## config.mk

```make
export PLATFORM = sky130hd
export DESIGN_NAME = mfp_bot_irq_bridge
export DESIGN_NICKNAME = d
export VERILOG_FILES = /design/src/rtl/mfp_bot_pkg.sv /design/src/rtl/mfp_bot_regfile.sv /design/src/rtl/mfp_bot_irq_bridge.sv
export SDC_FILE = /design/constraint.sdc
export NUM_CORES = 1
export LEC_CHECK = 0
export CAP_MARGIN = 20
export CORE_MARGIN = 5
export CORE_UTILIZATION = 45
export DETAILED_ROUTE_END_ITERATION = 6
export PLACE_DENSITY = 0.72
export SYNTH_ARGS = -nofsm -noshare
export SYNTH_HDL_FRONTEND = slang
export SYNTH_SLANG_ARGS = --single-unit
```

## constraint.sdc

```tcl
create_clock -name clk1_in -period 3.4 [get_ports clk1_in]
set_clock_uncertainty 0.15 [all_clocks]
set_input_delay 1.02 -clock clk1_in [delete_from_list [all_inputs] [get_ports clk1_in]]
set_output_delay 1.02 -clock clk1_in [all_outputs]
set_load 0.005 [all_outputs]
```

## src/rtl/mfp_bot_pkg.sv

```systemverilog
// mfp_bot_pkg: shared definitions for the Rojobot interrupt bridge
// Contents: FSM state encoding, MMIO word indices, BOTINFO field offsets,
// and a helper that packs the four bot registers into the BOTINFO word.
package mfp_bot_pkg;

    typedef enum logic [1:0] {
        ST_IDLE  = 2'd0,
        ST_PEND  = 2'd1,
        ST_ACK   = 2'd2,
        ST_DRAIN = 2'd3
    } bot_state_t;

    localparam logic [2:0] REG_BOTINFO = 3'd0;
    localparam logic [2:0] REG_STATUS  = 3'd1;
    localparam logic [2:0] REG_ACK     = 3'd2;
    localparam logic [2:0] REG_CTRL    = 3'd3;
    localparam logic [2:0] REG_IRQEN   = 3'd4;

    localparam int LOCX_OFS = 24;
    localparam int LOCY_OFS = 16;
    localparam int SENS_OFS = 8;
    localparam int INFO_OFS = 0;

    function automatic logic [31:0] pack_botinfo(
        input logic [7:0] loc_x,
        input logic [7:0] loc_y,
        input logic [7:0] sensors,
        input logic [7:0] bot_info
    );
        logic [31:0] w;
        w = '0;
        w[LOCX_OFS +: 8] = loc_x;
        w[LOCY_OFS +: 8] = loc_y;
        w[SENS_OFS +: 8] = sensors;
        w[INFO_OFS +: 8] = bot_info;
        return w;
    endfunction

endpackage

```

## src/rtl/mfp_bot_regfile.sv

```systemverilog
// mfp_bot_regfile: MMIO decode, registered read mux, CTRL/IRQEN registers, overrun counter
// Ports:
//   clk1_in, reset        clock, synchronous active-high reset
//   bus_addr/we/re/wdata  MMIO request; bus_rdata is registered (valid the cycle after bus_re)
//   snapshot              captured BOTINFO word from the FSM
//   state, pending        FSM status shown in the STATUS word
//   ovr_inc               one overrun event this cycle
//   ack_wr                decoded write to the ACK word
//   irq_en                interrupt enable (constant 1 unless BOT_IRQ_MASK_EN is defined)
//   IO_BotCtrl            motor control byte
// Macro BOT_IRQ_MASK_EN: makes word 4 a read/write irq_en bit.
module mfp_bot_regfile
    import mfp_bot_pkg::*;
#(
    parameter int OVR_W = 16
) (
    input  logic        clk1_in,
    input  logic        reset,
    input  logic [2:0]  bus_addr,
    input  logic        bus_we,
    input  logic        bus_re,
    input  logic [31:0] bus_wdata,
    output logic [31:0] bus_rdata,
    input  logic [31:0] snapshot,
    input  bot_state_t  state,
    input  logic        pending,
    input  logic        ovr_inc,
    output logic        ack_wr,
    output logic        irq_en,
    output logic [7:0]  IO_BotCtrl
);

    logic [OVR_W-1:0] ovr_cnt;
    logic [31:0]      status_word;
    logic [31:0]      irqen_word;
    logic [31:0]      rd_mux;
    logic             status_rd;
    logic             unused_wdata;

    assign ack_wr       = bus_we && bus_addr == REG_ACK;
    assign status_rd    = bus_re && bus_addr == REG_STATUS;
    assign status_word  = {16'(ovr_cnt), 13'b0, state, pending};
    assign unused_wdata = ^bus_wdata[31:8];

`ifdef BOT_IRQ_MASK_EN
    logic irq_en_q;
    always_ff @(posedge clk1_in) begin
        if (reset)
            irq_en_q <= 1'b1;
        else if (bus_we && bus_addr == REG_IRQEN)
            irq_en_q <= bus_wdata[0];
    end
    assign irq_en     = irq_en_q;
    assign irqen_word = {31'b0, irq_en_q};
`else
    assign irq_en     = 1'b1;
    assign irqen_word = '0;
`endif

    always_comb begin
        rd_mux = bus_addr == REG_BOTINFO ? snapshot :
                 bus_addr == REG_STATUS  ? status_word :
                 bus_addr == REG_CTRL    ? {24'b0, IO_BotCtrl} :
                 bus_addr == REG_IRQEN   ? irqen_word : '0;
    end

    // Read-to-clear of STATUS loses to a same-cycle overrun, leaving the count at 1.
    always_ff @(posedge clk1_in) begin
        if (reset) begin
            ovr_cnt    <= '0;
            IO_BotCtrl <= '0;
            bus_rdata  <= '0;
        end else begin
            if (ovr_inc)
                ovr_cnt <= status_rd ? OVR_W'(1) : (&ovr_cnt ? ovr_cnt : ovr_cnt + 1'b1);
            else if (status_rd)
                ovr_cnt <= '0;
            if (bus_we && bus_addr == REG_CTRL)
                IO_BotCtrl <= bus_wdata[7:0];
            if (bus_re)
                bus_rdata <= rd_mux;
        end
    end

endmodule

```

## src/rtl/mfp_bot_irq_bridge.sv

```systemverilog
// mfp_bot_irq_bridge: snapshots Rojobot registers on an update flag and interrupts the MIPS core
// Ports:
//   clk1_in, reset           clock, synchronous active-high reset
//   IO_BotUpdt               raw update pulse, used only to count overruns
//   IO_BotUpdt_Sync          latched update flag from the handshake stage
//   IO_INT_ACK               held high ACK_CYCLES cycles to clear that flag
//   LocX/LocY/Sensors/BotInfo_reg  bot registers captured into the snapshot
//   IO_BotCtrl               motor control byte (CTRL word)
//   bot_irq                  level interrupt
//   bus_*                    MMIO port: 0 BOTINFO, 1 STATUS, 2 ACK, 3 CTRL, 4 IRQEN
// Macro BOT_IRQ_MASK_EN: bot_irq is gated by the software irq_en bit.
module mfp_bot_irq_bridge
    import mfp_bot_pkg::*;
#(
    parameter int ACK_CYCLES = 2,
    parameter int OVR_W      = 16
) (
    input  logic        clk1_in,
    input  logic        reset,
    input  logic        IO_BotUpdt,
    input  logic        IO_BotUpdt_Sync,
    output logic        IO_INT_ACK,
    input  logic [7:0]  LocX_reg,
    input  logic [7:0]  LocY_reg,
    input  logic [7:0]  Sensors_reg,
    input  logic [7:0]  BotInfo_reg,
    output logic [7:0]  IO_BotCtrl,
    output logic        bot_irq,
    input  logic [2:0]  bus_addr,
    input  logic        bus_we,
    input  logic        bus_re,
    input  logic [31:0] bus_wdata,
    output logic [31:0] bus_rdata
);

    bot_state_t  state;
    logic        pending;
    logic [3:0]  ack_cnt;
    logic [31:0] snapshot;
    logic        ack_wr;
    logic        irq_en;

    mfp_bot_regfile #(.OVR_W(OVR_W)) u_regfile (
        .clk1_in    (clk1_in),
        .reset      (reset),
        .bus_addr   (bus_addr),
        .bus_we     (bus_we),
        .bus_re     (bus_re),
        .bus_wdata  (bus_wdata),
        .bus_rdata  (bus_rdata),
        .snapshot   (snapshot),
        .state      (state),
        .pending    (pending),
        .ovr_inc    (IO_BotUpdt && state != ST_IDLE),
        .ack_wr     (ack_wr),
        .irq_en     (irq_en),
        .IO_BotCtrl (IO_BotCtrl)
    );

    assign bot_irq = pending & irq_en;

    // DRAIN waits for the handshake flag to fall so a stale flag is not recaptured.
    always_ff @(posedge clk1_in) begin
        if (reset) begin
            state      <= ST_IDLE;
            pending    <= 1'b0;
            IO_INT_ACK <= 1'b0;
            ack_cnt    <= '0;
            snapshot   <= '0;
        end else begin
            case (state)
                ST_IDLE:
                    if (IO_BotUpdt_Sync) begin
                        state    <= ST_PEND;
                        pending  <= 1'b1;
                        snapshot <= pack_botinfo(LocX_reg, LocY_reg, Sensors_reg, BotInfo_reg);
                    end
                ST_PEND:
                    if (ack_wr) begin
                        state      <= ST_ACK;
                        pending    <= 1'b0;
                        IO_INT_ACK <= 1'b1;
                        ack_cnt    <= 4'(ACK_CYCLES - 1);
                    end
                ST_ACK:
                    if (ack_cnt == '0) begin
                        state      <= ST_DRAIN;
                        IO_INT_ACK <= 1'b0;
                    end else begin
                        ack_cnt <= ack_cnt - 1'b1;
                    end
                ST_DRAIN:
                    if (!IO_BotUpdt_Sync)
                        state <= ST_IDLE;
                default:
                    state <= ST_IDLE;
            endcase
        end
    end

endmodule

```

Yosys cells after proc, flatten, opt, wreduce, memory -nomap -nowiden --
Index checks and enable logic that the tools add are counted.
Operators by class: eq/ne operators 12, reduce and logical (&&, ||, !) cells 18, $add $sub $neg 2, muxes and demuxes 21
Operator list (number):
- $mux W16 | 4
- $mux W32 | 2
- $add A16 B1 Y16 const B | 1
- $reduce_and A16 Y1 | 1
- $ne A2 B2 Y1 const B | 5
- $reduce_and A3 Y1 | 3
- $mux W2 | 4
- $mux W4 | 2
- $mux W8 | 1
- $pmux W2 S4 | 1
- $pmux W4 S2 | 1
- $reduce_bool A2 Y1 | 4
- $eq A3 B2 Y1 const B | 2
- $eq A2 B2 Y1 const B | 2
- $logic_and A1 B1 Y1 | 4
- $logic_not A4 Y1 | 1
- $mux W1 | 4
- $pmux W1 S2 | 2
- $reduce_and A2 Y1 | 2
- $reduce_and A4 Y1 | 1
- $sub A4 B1 Y4 const B | 1
- $eq A3 B1 Y1 const B | 1
- $logic_not A3 Y1 | 1
- $eq A2 B1 Y1 const B | 1
- other kinds (2) | 2
Word-level totals: word-level logic and storage cells 61, output and inout bits 42, bits in registers 96, input bits 73

Longest topological paths before layout --
Gate-level depths: netlist of run 1.
depth after elaboration 4, mapped depth 7, mapped depth without buffers 6

Modules after synthesis --
Synthesis of run 1 repeated with hierarchy kept, for this count alone.
Unflattened totals: cells, all modules 468, area, all modules 4092.7 sq um
Modules (own cells, without submodules):
- mfp_bot_regfile | area each 2441.1 sq um, times used 1, seq. area each 1121.1 sq um, cells an instance 266
- mfp_bot_irq_bridge | area each 1651.6 sq um, times used 1, seq. area each 800.8 sq um, cells an instance 202

Worst setup path before layout of run 1 --
No wires, ideal clock.
kind input to register, start point input bus_addr[0], end point register ack_cnt[2], stages on the path 5, data arrival time 2.269 ns, setup time 0.116 ns, slack 0.864 ns, cells stage by stage clkbuf_1 > and4bb_2 > o211a_1 > or2_2 > a31o_2
On the way: word-level cells in the longest chain between the ends 4
Ends and longest elaborated chain:
- start: declaration | RTL line mfp_bot_irq_bridge.sv:29 | input logic [2:0] bus_addr,
- $eq A3 B2 Y1 | RTL line mfp_bot_regfile.sv:40 | assign ack_wr = bus_we && bus_addr == REG_ACK;
- $logic_and A1 B1 Y1 | RTL line mfp_bot_regfile.sv:40
- $ne A2 B2 Y1 (no line)
- $reduce_and A3 Y1 (no line)
- end signal: assignment | RTL line mfp_bot_irq_bridge.sv:83 | ack_cnt <= 4'(ACK_CYCLES - 1);
- end signal: assignment | RTL line mfp_bot_irq_bridge.sv:90 | ack_cnt <= ack_cnt - 1'b1;
- end: declaration | RTL line mfp_bot_irq_bridge.sv:38 | logic [3:0] ack_cnt;
No other way between the ends. A chain may end at the register's enable or synchronous reset.

Worst setup path after layout of run 1 --
start point input IO_BotUpdt, end point register u_regfile.ovr_cnt[9]
On the way: word-level cells in the longest chain between the ends 3, elaborated cells on any way between the ends 4, those cells by class mux (1); reduce/logical (3)
Ends and longest elaborated chain:
- start: declaration | RTL line mfp_bot_irq_bridge.sv:20 | input logic IO_BotUpdt,
- $logic_and A1 B1 Y1 * | RTL line mfp_bot_irq_bridge.sv:54 | .ovr_inc (IO_BotUpdt && state != ST_IDLE),
- $reduce_bool A2 Y1 (no line)
- $reduce_and A2 Y1 (no line)
- end signal: assignment | RTL line mfp_bot_regfile.sv:75 | ovr_cnt <= status_rd ? OVR_W'(1) : (&ovr_cnt ? ovr_cnt : ovr_cnt + 1'b1);
- end: declaration | RTL line mfp_bot_regfile.sv:33 | logic [OVR_W-1:0] ovr_cnt;
Every way passes the cells marked *; elsewhere a longest branch is shown, timed or not.

==> impl_metrics.py, run 1 <==
metrics = {
    "critical_path": {
        "slowest_stage": "clkdlybuf4s50_1",
        "startpoint_type": "input port",
        "worstPathMaxFanout": 14,
        "slowest_delay_ns": 0.51,
        "cp.required_ns": 3.55,
        "reg2reg_depth": 6,
        "cp-startpoint": "IO_BotUpdt",
        "cp_cell_sequence": "clkdlybuf4s50_1 > nor2b_1 > o41ai_4 > buf_6 > or4_1 > a21oi_1",
        "crit_path_end": "u_regfile.ovr_cnt[9]",
        "r2r_end": "u_regfile.ovr_cnt[10]",
        "worstReg2RegStart": "u_regfile.ovr_cnt[0]",
        "r2r_slack_ns": 0.89,
        "end_kind": "flip-flop",
        "arrival_ns": 2.89,
        "critPathKind": "input port to flip-flop",
    },
    "power": {
        "combPwrFrac_pct": 23.8,
        "ir_drop_v": 0.000313,
        "seq_power_share_pct": 47.5,
        "p_leak_uw": 0.00201,
        "clkPwrFrac_pct": 28.7,
        "switching_share_pct": 30.5,
        "p_sw_uw": 837,
        "p_per_area_nw_per_um2": 499,
        "p_int_uw": 1900,
    },
    "sta": {
        "fin_setup_tns_ns": 0,
        "hold_viol_final": 0,
        "max_slew_margin_pct": 53.3,
        "timing.fmax_ghz": 0.364,
        "min_period_ns": 2.74,
        "max_slew.worst_pin.slew_ns": 0.698,
        "rsz0062_at_grt": "false",
        "fin_crit_sh_pct": 80.7,
        "drv_slew": 0,
        "setup-violations-final": 0,
    },
    "route": {
        "antenna_left": 0,
        "drc": 0,
        "drt_iter0_drc": 125,
        "avgRoutedWirePerCell_um": 15.4,
        "vias": 3866,
        "first_pass_iters": 4,
        "wl_um": 10900,
        "viasPerCell": 5.44,
    },
    "floorplan": {
        "initial_utilization_pct": 46.1,
        "die_h_um": 107,
        "coreArea_um2": 9200,
        "die-area_um2": 11500,
        "io_pins": 115,
        "rows": 35,
        "die_w_um": 107,
    },
    "cts": {
        "post_cts_buffers": 0,
        "cts_tree": "yes",
        "cts_buffers": 9,
        "clk_pin_slew_ns": 0.10,
        "clockBufferDepth": 2,
        "htreeDepth": 3,
        "clock_latency_ns": 0.36,
        "cts.sinks": 96,
        "cts-root-buf": "clkbuf_8",
        "hold_buffers": 0,
        "cts_resized": 0,
    },
    "synth": {
        "syn-instance-count": 511,
        "synth_area_um2": 4240,
        "synthFlopType": "dfxtp_1",
        "synth_top_cell_area_share_pct": 45.3,
        "yosysUniqueCellTypes": 48,
        "syn_nets": 591,
        "synth_seq_cells": 96,
        "yosysTopAreaCell": "dfxtp_1",
        "ys_seq_area_share_pct": 45.3,
        "synthTopCellsByArea": "dfxtp_1 (45%), a21oi_1 (10%), nand2_1 (8.0%)",
        "synthArstFlopShare_pct": 0,
        "syn_avg_cell_area_um2": 8.30,
        "yosys_warnings": 0,
        "synth_edf_count": 0,
    },
    "global_route": {
        "grt_pass1_wl_um": 18400,
        "grt-ovfl-total": 0,
        "antenna_found_initial": 0,
        "grtUsageTotal_pct": 19.7,
        "grt_pass1_vias": 3884,
        "grt_max_degree": 32,
    },
    "placed_design": {
        "place_congestion": 0.825,
        "place_inst": 694,
        "port_buffers": 90,
        "dp_hpwl_um": 7840,
    },
    "hold_path": {
        "worstHoldPathType": "flip-flop to flip-flop",
    },
    "flow_run": {
        "drv_cap": 0,
    },
    "finish": {
        "fin_util_pct": 59.7,
        "drive_gt1_share_pct": 9.83,
        "layout.cells.non_filler": 711,
        "n_antenna_cell": 0,
        "nNetsFinal": 675,
        "area_delta_synth_final_pct": 29.4,
    },
    "status": {
        "run_status": "completed",
    },
}
[power by group through the flow]
stage,combinational [uW],clock [uW],sequential [uW]
after floorplan,431,0,1310
after global placement,623,0,1320
after detailed placement,643,0,1330
after CTS,646,806,1300
after global routing,726,847,1320
final,653,787,1300
[synth_stat cells (all sizes together) (2+ instances only)]
| cell type | instances |
|---|---|
| a2111oi | 2 |
| a211oi | 2 |
| a21oi | 85 |
| a22o | 5 |
| a31o | 3 |
| and2 | 4 |
| and3 | 2 |
| and4 | 2 |
| buf | 7 |
| clkbuf | 25 |
| dfxtp | 96 |
| ha | 7 |
| inv | 11 |
| mux2 | 16 |
| mux2i | 8 |
| nand2 | 90 |
| nand3 | 6 |
| nand4 | 6 |
| nor2 | 40 |
| nor2b | 34 |
| nor3 | 6 |
| nor3b | 2 |
| nor4 | 2 |
| o211a | 2 |
| o211ai | 3 |
| o21ai | 11 |
| o2bb2ai | 3 |
| o31ai | 4 |
| or2 | 2 |
| or3 | 6 |
| or4 | 7 |
[layer usage]
metal  GRT usage [%]  share of wire, %
met1            25.0                45
met2            33.3                48
met3            4.33               5.6
met4            6.58               1.5
met5               0                 0
[placed cells by master, fill, tap and decap left out, drive strengths merged, types with 2 or more instances in the layout]
| cell type | netlist | layout |
|---|---|---|
| a211oi | 2 | 2 |
| a22o | 5 | 5 |
| and2 | 4 | 4 |
| nor2b | 34 | 34 |
| buf | 7 | 16 |
| nand2 | 90 | 90 |
| nand3 | 6 | 6 |
| nor3b | 2 | 2 |
| a31o | 3 | 3 |
| o211a | 2 | 2 |
| o31ai | 4 | 4 |
| nor2 | 40 | 40 |
| or2 | 2 | 2 |
| and3 | 2 | 2 |
| or4 | 7 | 7 |
| a21oi | 85 | 85 |
| ha | 7 | 7 |
| nor3 | 6 | 6 |
| mux2 | 16 | 16 |
| o2bb2ai | 3 | 3 |
| mux2i | 8 | 8 |
| clkbuf | 25 | 11 |
| dfxtp | 96 | 96 |
| clkdlybuf4s50 | 0 | 89 |
| clkinv | 0 | 2 |
| a2111oi | 2 | 2 |
| o21ai | 11 | 11 |
| or3 | 6 | 6 |
| and4 | 2 | 2 |
| o211ai | 3 | 3 |
| inv | 11 | 12 |
| nand4 | 6 | 6 |
| nor4 | 2 | 2 |
[per-stage QoR]
step                      hold slack [ns]  power (uW)  cell area (um^2)  setup WS (ns)
final                               0.306        2740              5490          0.656
after global routing                0.327        2890              5490          0.556
after CTS                           0.309        2750              5480          0.664
after detailed placement            0.296        1970              5260          0.362
after global placement              0.291        1940              5260          0.428
after floorplan                     0.284        1740              4240          0.864
[cell type report]
type / instances / area [um^2]
Inverter: 11 / 41.3
Fill cell: 844 / 3710
Clock buffer: 11 / 151
Clock inverter: 5 / 63.8
Tap cell: 111 / 139
Multi-Input combinational cell: 372 / 2150
Timing Repair Buffer: 105 / 1020
Sequential cell: 96 / 1920
[cell families after synthesis]
| group | Yosys count | share of synthesized area [%] |
|---|---|---|
| AND/OR/NAND/NOR | 214 | 24.5 |
| AO/OA/AOI/OAI | 127 | 18.0 |
| flip-flops | 96 | 45.3 |
| buffers and inverters | 43 | 4.07 |
| multiplexers | 24 | 6.13 |
| adder cells (fa/ha/maj) | 7 | 2.06 |
[how the worst min path moves through the flow]
stage	startpoint	end	cells after the start
CTS	snapshot[22]	snapshot[22]	2
global route	snapshot[8]	snapshot[8]	2
finish	snapshot[20]	snapshot[20]	2
floorplan	snapshot[16]	snapshot[16]	2
detailed placement	snapshot[22]	snapshot[22]	2
global placement	snapshot[31]	snapshot[31]	2
[state kept, by name, summed over array words and instances, names as in the netlist]
signal                cells
IO_INT_ACK                1
pending                   1
u_regfile.bus_rdata      32
state                     2
u_regfile.ovr_cnt        16
snapshot                 32
ack_cnt                   4
u_regfile.IO_BotCtrl      8
[worst max-delay path: cells and delay by family]
family	cells	cell delay [ns]
AOI/OAI and AO/OA	2	0.37
and+or+nand+nor	2	0.79
buffers and inverters	2	0.71
Power figures use the tool's default switching activity.
==> run 2, diff against run 1 <==
==> constraint.sdc (replaced) <==
create_clock -name clk1_in -period 2.7 [get_ports clk1_in]
set_clock_uncertainty 0.15 [all_clocks]
set_input_delay 0.81 -clock clk1_in [delete_from_list [all_inputs] [get_ports clk1_in]]
set_output_delay 0.81 -clock clk1_in [all_outputs]
set_load 0.005 [all_outputs]
==> run 2 against run 1 <==
First-iteration DRC count up 56%; global-route usage decreased by 0.16 points; die area stayed put; largest cell class unchanged.
==> impl_metrics.py, run 2 (synthesis results as in run 1) <==
metrics = {
    "critical_path": {
        "critPathKind": "input port to flip-flop",
        "cp.required_ns": 2.85,
        "end_kind": "flip-flop",
        "r2r_end": "u_regfile.ovr_cnt[1]",
        "cp-startpoint": "bus_addr[2]",
        "worstReg2RegStart": "u_regfile.ovr_cnt[0]",
        "reg2reg_depth": 6,
        "crit_path_end": "ack_cnt[2]",
        "worstPathMaxFanout": 5,
        "startpoint_type": "input port",
        "arrival_ns": 2.54,
        "r2r_slack_ns": 0.31,
    },
    "cts": {
        "cts_resized": 0,
        "clk_pin_slew_ns": 0.09,
        "htreeDepth": 3,
        "cts_tree": "yes",
        "clockBufferDepth": 2,
        "post_cts_buffers": 0,
        "cts-root-buf": "clkbuf_8",
        "cts_buffers": 9,
        "clock_latency_ns": 0.36,
        "cts.sinks": 96,
        "hold_buffers": 0,
    },
    "finish": {
        "area_delta_synth_final_pct": 30.4,
        "fillers": 843,
        "final_common_cell": "dfxtp_1",
        "drive_gt1_share_pct": 11.2,
        "final_cell_mix": "dfxtp_1 (96), nand2_1 (90), clkdlybuf4s50_1 (89)",
        "reg.largest.list": "snapshot: 32 flops, u_regfile.bus_rdata: 32 flops, u_regfile.ovr_cnt: 16 flops",
        "nNetsFinal": 684,
        "design_area_um2": 5530,
    },
    "power": {
        "p_leak_uw": 0.00204,
        "p_per_area_nw_per_um2": 616,
        "ir_drop_v": 0.000397,
    },
    "sta": {
        "holdWs_ns": 0.309,
        "fin_crit_sh_pct": 88.6,
        "drv_slew": 0,
        "max_slew.worst_pin.slew_ns": 0.651,
        "timing.fmax_ghz": 0.418,
        "max_slew_margin_pct": 56.4,
        "min_period_ns": 2.39,
        "rsz0062_at_grt": "false",
        "setup-violations-final": 0,
        "hold_viol_final": 0,
    },
    "global_route": {
        "grt-ovfl-total": 0,
        "grtUsageTotal_pct": 19.6,
        "grt_pass1_wl_um": 18500,
        "antenna_found_initial": 1,
        "grt_max_degree": 51,
        "grt_pass1_vias": 3873,
    },
    "route": {
        "first_pass_iters": 4,
        "wl_um": 11200,
        "routed.top_layer": "met4",
        "met2WireLength_um": 5230,
        "avgRoutedWirePerCell_um": 15.5,
        "vias": 3923,
        "wl_met3_um": 666,
        "drc": 0,
        "drt_iter0_drc": 195,
        "wl_met1_um": 5140,
        "viasPerCell": 5.44,
        "antenna_left": 0,
    },
    "floorplan": {
        "die_h_um": 107,
        "coreArea_um2": 9200,
        "initial_utilization_pct": 46.1,
        "rows": 35,
        "die-area_um2": 11500,
        "io_pins": 115,
        "die_w_um": 107,
    },
    "status": {
        "run_status": "completed",
    },
    "hold_path": {
        "worstHoldPathType": "flip-flop to flip-flop",
        "worst_hold_startpoint": "snapshot[8]",
    },
    "placed_design": {
        "dp_hpwl_um": 8000,
        "port_buffers": 90,
        "place_congestion": 0.883,
        "placed_area_um2": 5340,
    },
    "flow_run": {
        "drv_cap": 0,
    },
}
[run 2: changes by cell type in the layout (fill, tap and decap cells not counted)]
cell        delta
buf_4         +10
buf_6          -1
bufinv_16      -1
clkinv_4       +1
clkinvlp_4     +1
diode_2        +1
inv_6          -1
[run 2: through the flow]
| step | total power [uW] | setup slack, ns | utilization [%] | instances | setup TNS, ns |
|---|---|---|---|---|---|
| 5_1_grt | 3590 | 0.136 | 60.2 | 721 | 0 |
| 6_report | 3410 | 0.308 | 60.2 | 721 | 0 |
| 3_3_place_gp | 2500 | -0.0297 | 58.1 | 704 | -0.0434 |
| 2_1_floorplan | 2190 | 0.374 | - | 511 | 0 |
| 3_5_place_dp | 2540 | -0.0507 | 58.1 | 704 | -0.183 |
| 4_1_cts | 3430 | 0.311 | 60.1 | 720 | 0 |
[run 2: power by group]
group | internal, uW | leakage, uW | switching (uW)
logic | 398 | 0.00117 | 474
registers | 1550 | 0.000779 | 92.0
clock network | 390 | 0.0000917 | 510
[run 2: worst min-delay path by stage]
stage	depth (start not counted)	end	slack (ns)
2_1_floorplan	2	snapshot[16]	0.28
3_3_place_gp	2	snapshot[31]	0.29
4_1_cts	2	snapshot[22]	0.31
3_5_place_dp	2	snapshot[22]	0.30
5_1_grt	2	snapshot[12]	0.34
6_report	2	snapshot[8]	0.31
[run 2: layer usage]
layer | GRT usage [%] | vias to the layer above
met1 | 25.5 | 1851
met4 | 6.58 | 0
met5 | 0 | -
met2 | 32.0 | 105
li1 | - | 1954
met3 | 4.39 | 13
[run 2: area by class of cell]
| cell class | instances | area, um^2 | share of cell area [%] |
|---|---|---|---|
| Antenna cell | 1 | 2.50 | 0.0452 |
| Clock buffer | 11 | 151 | 2.74 |
| Clock inverter | 5 | 41.3 | 0.746 |
| Inverter | 11 | 41.3 | 0.746 |
| Multi-Input combinational cell | 372 | 2150 | 38.8 |
| Sequential cell | 96 | 1920 | 34.7 |
| Tap cell | 111 | 139 | 2.51 |
| Timing Repair Buffer | 114 | 1090 | 19.7 |
[run 2: worst max-delay path, cell delays in order]
cell             delay (ns)
clkdlybuf4s50_1        0.55
and4bb_2               0.28
o211a_1                0.27
a2111oi_0              0.47
a31o_2                 0.17
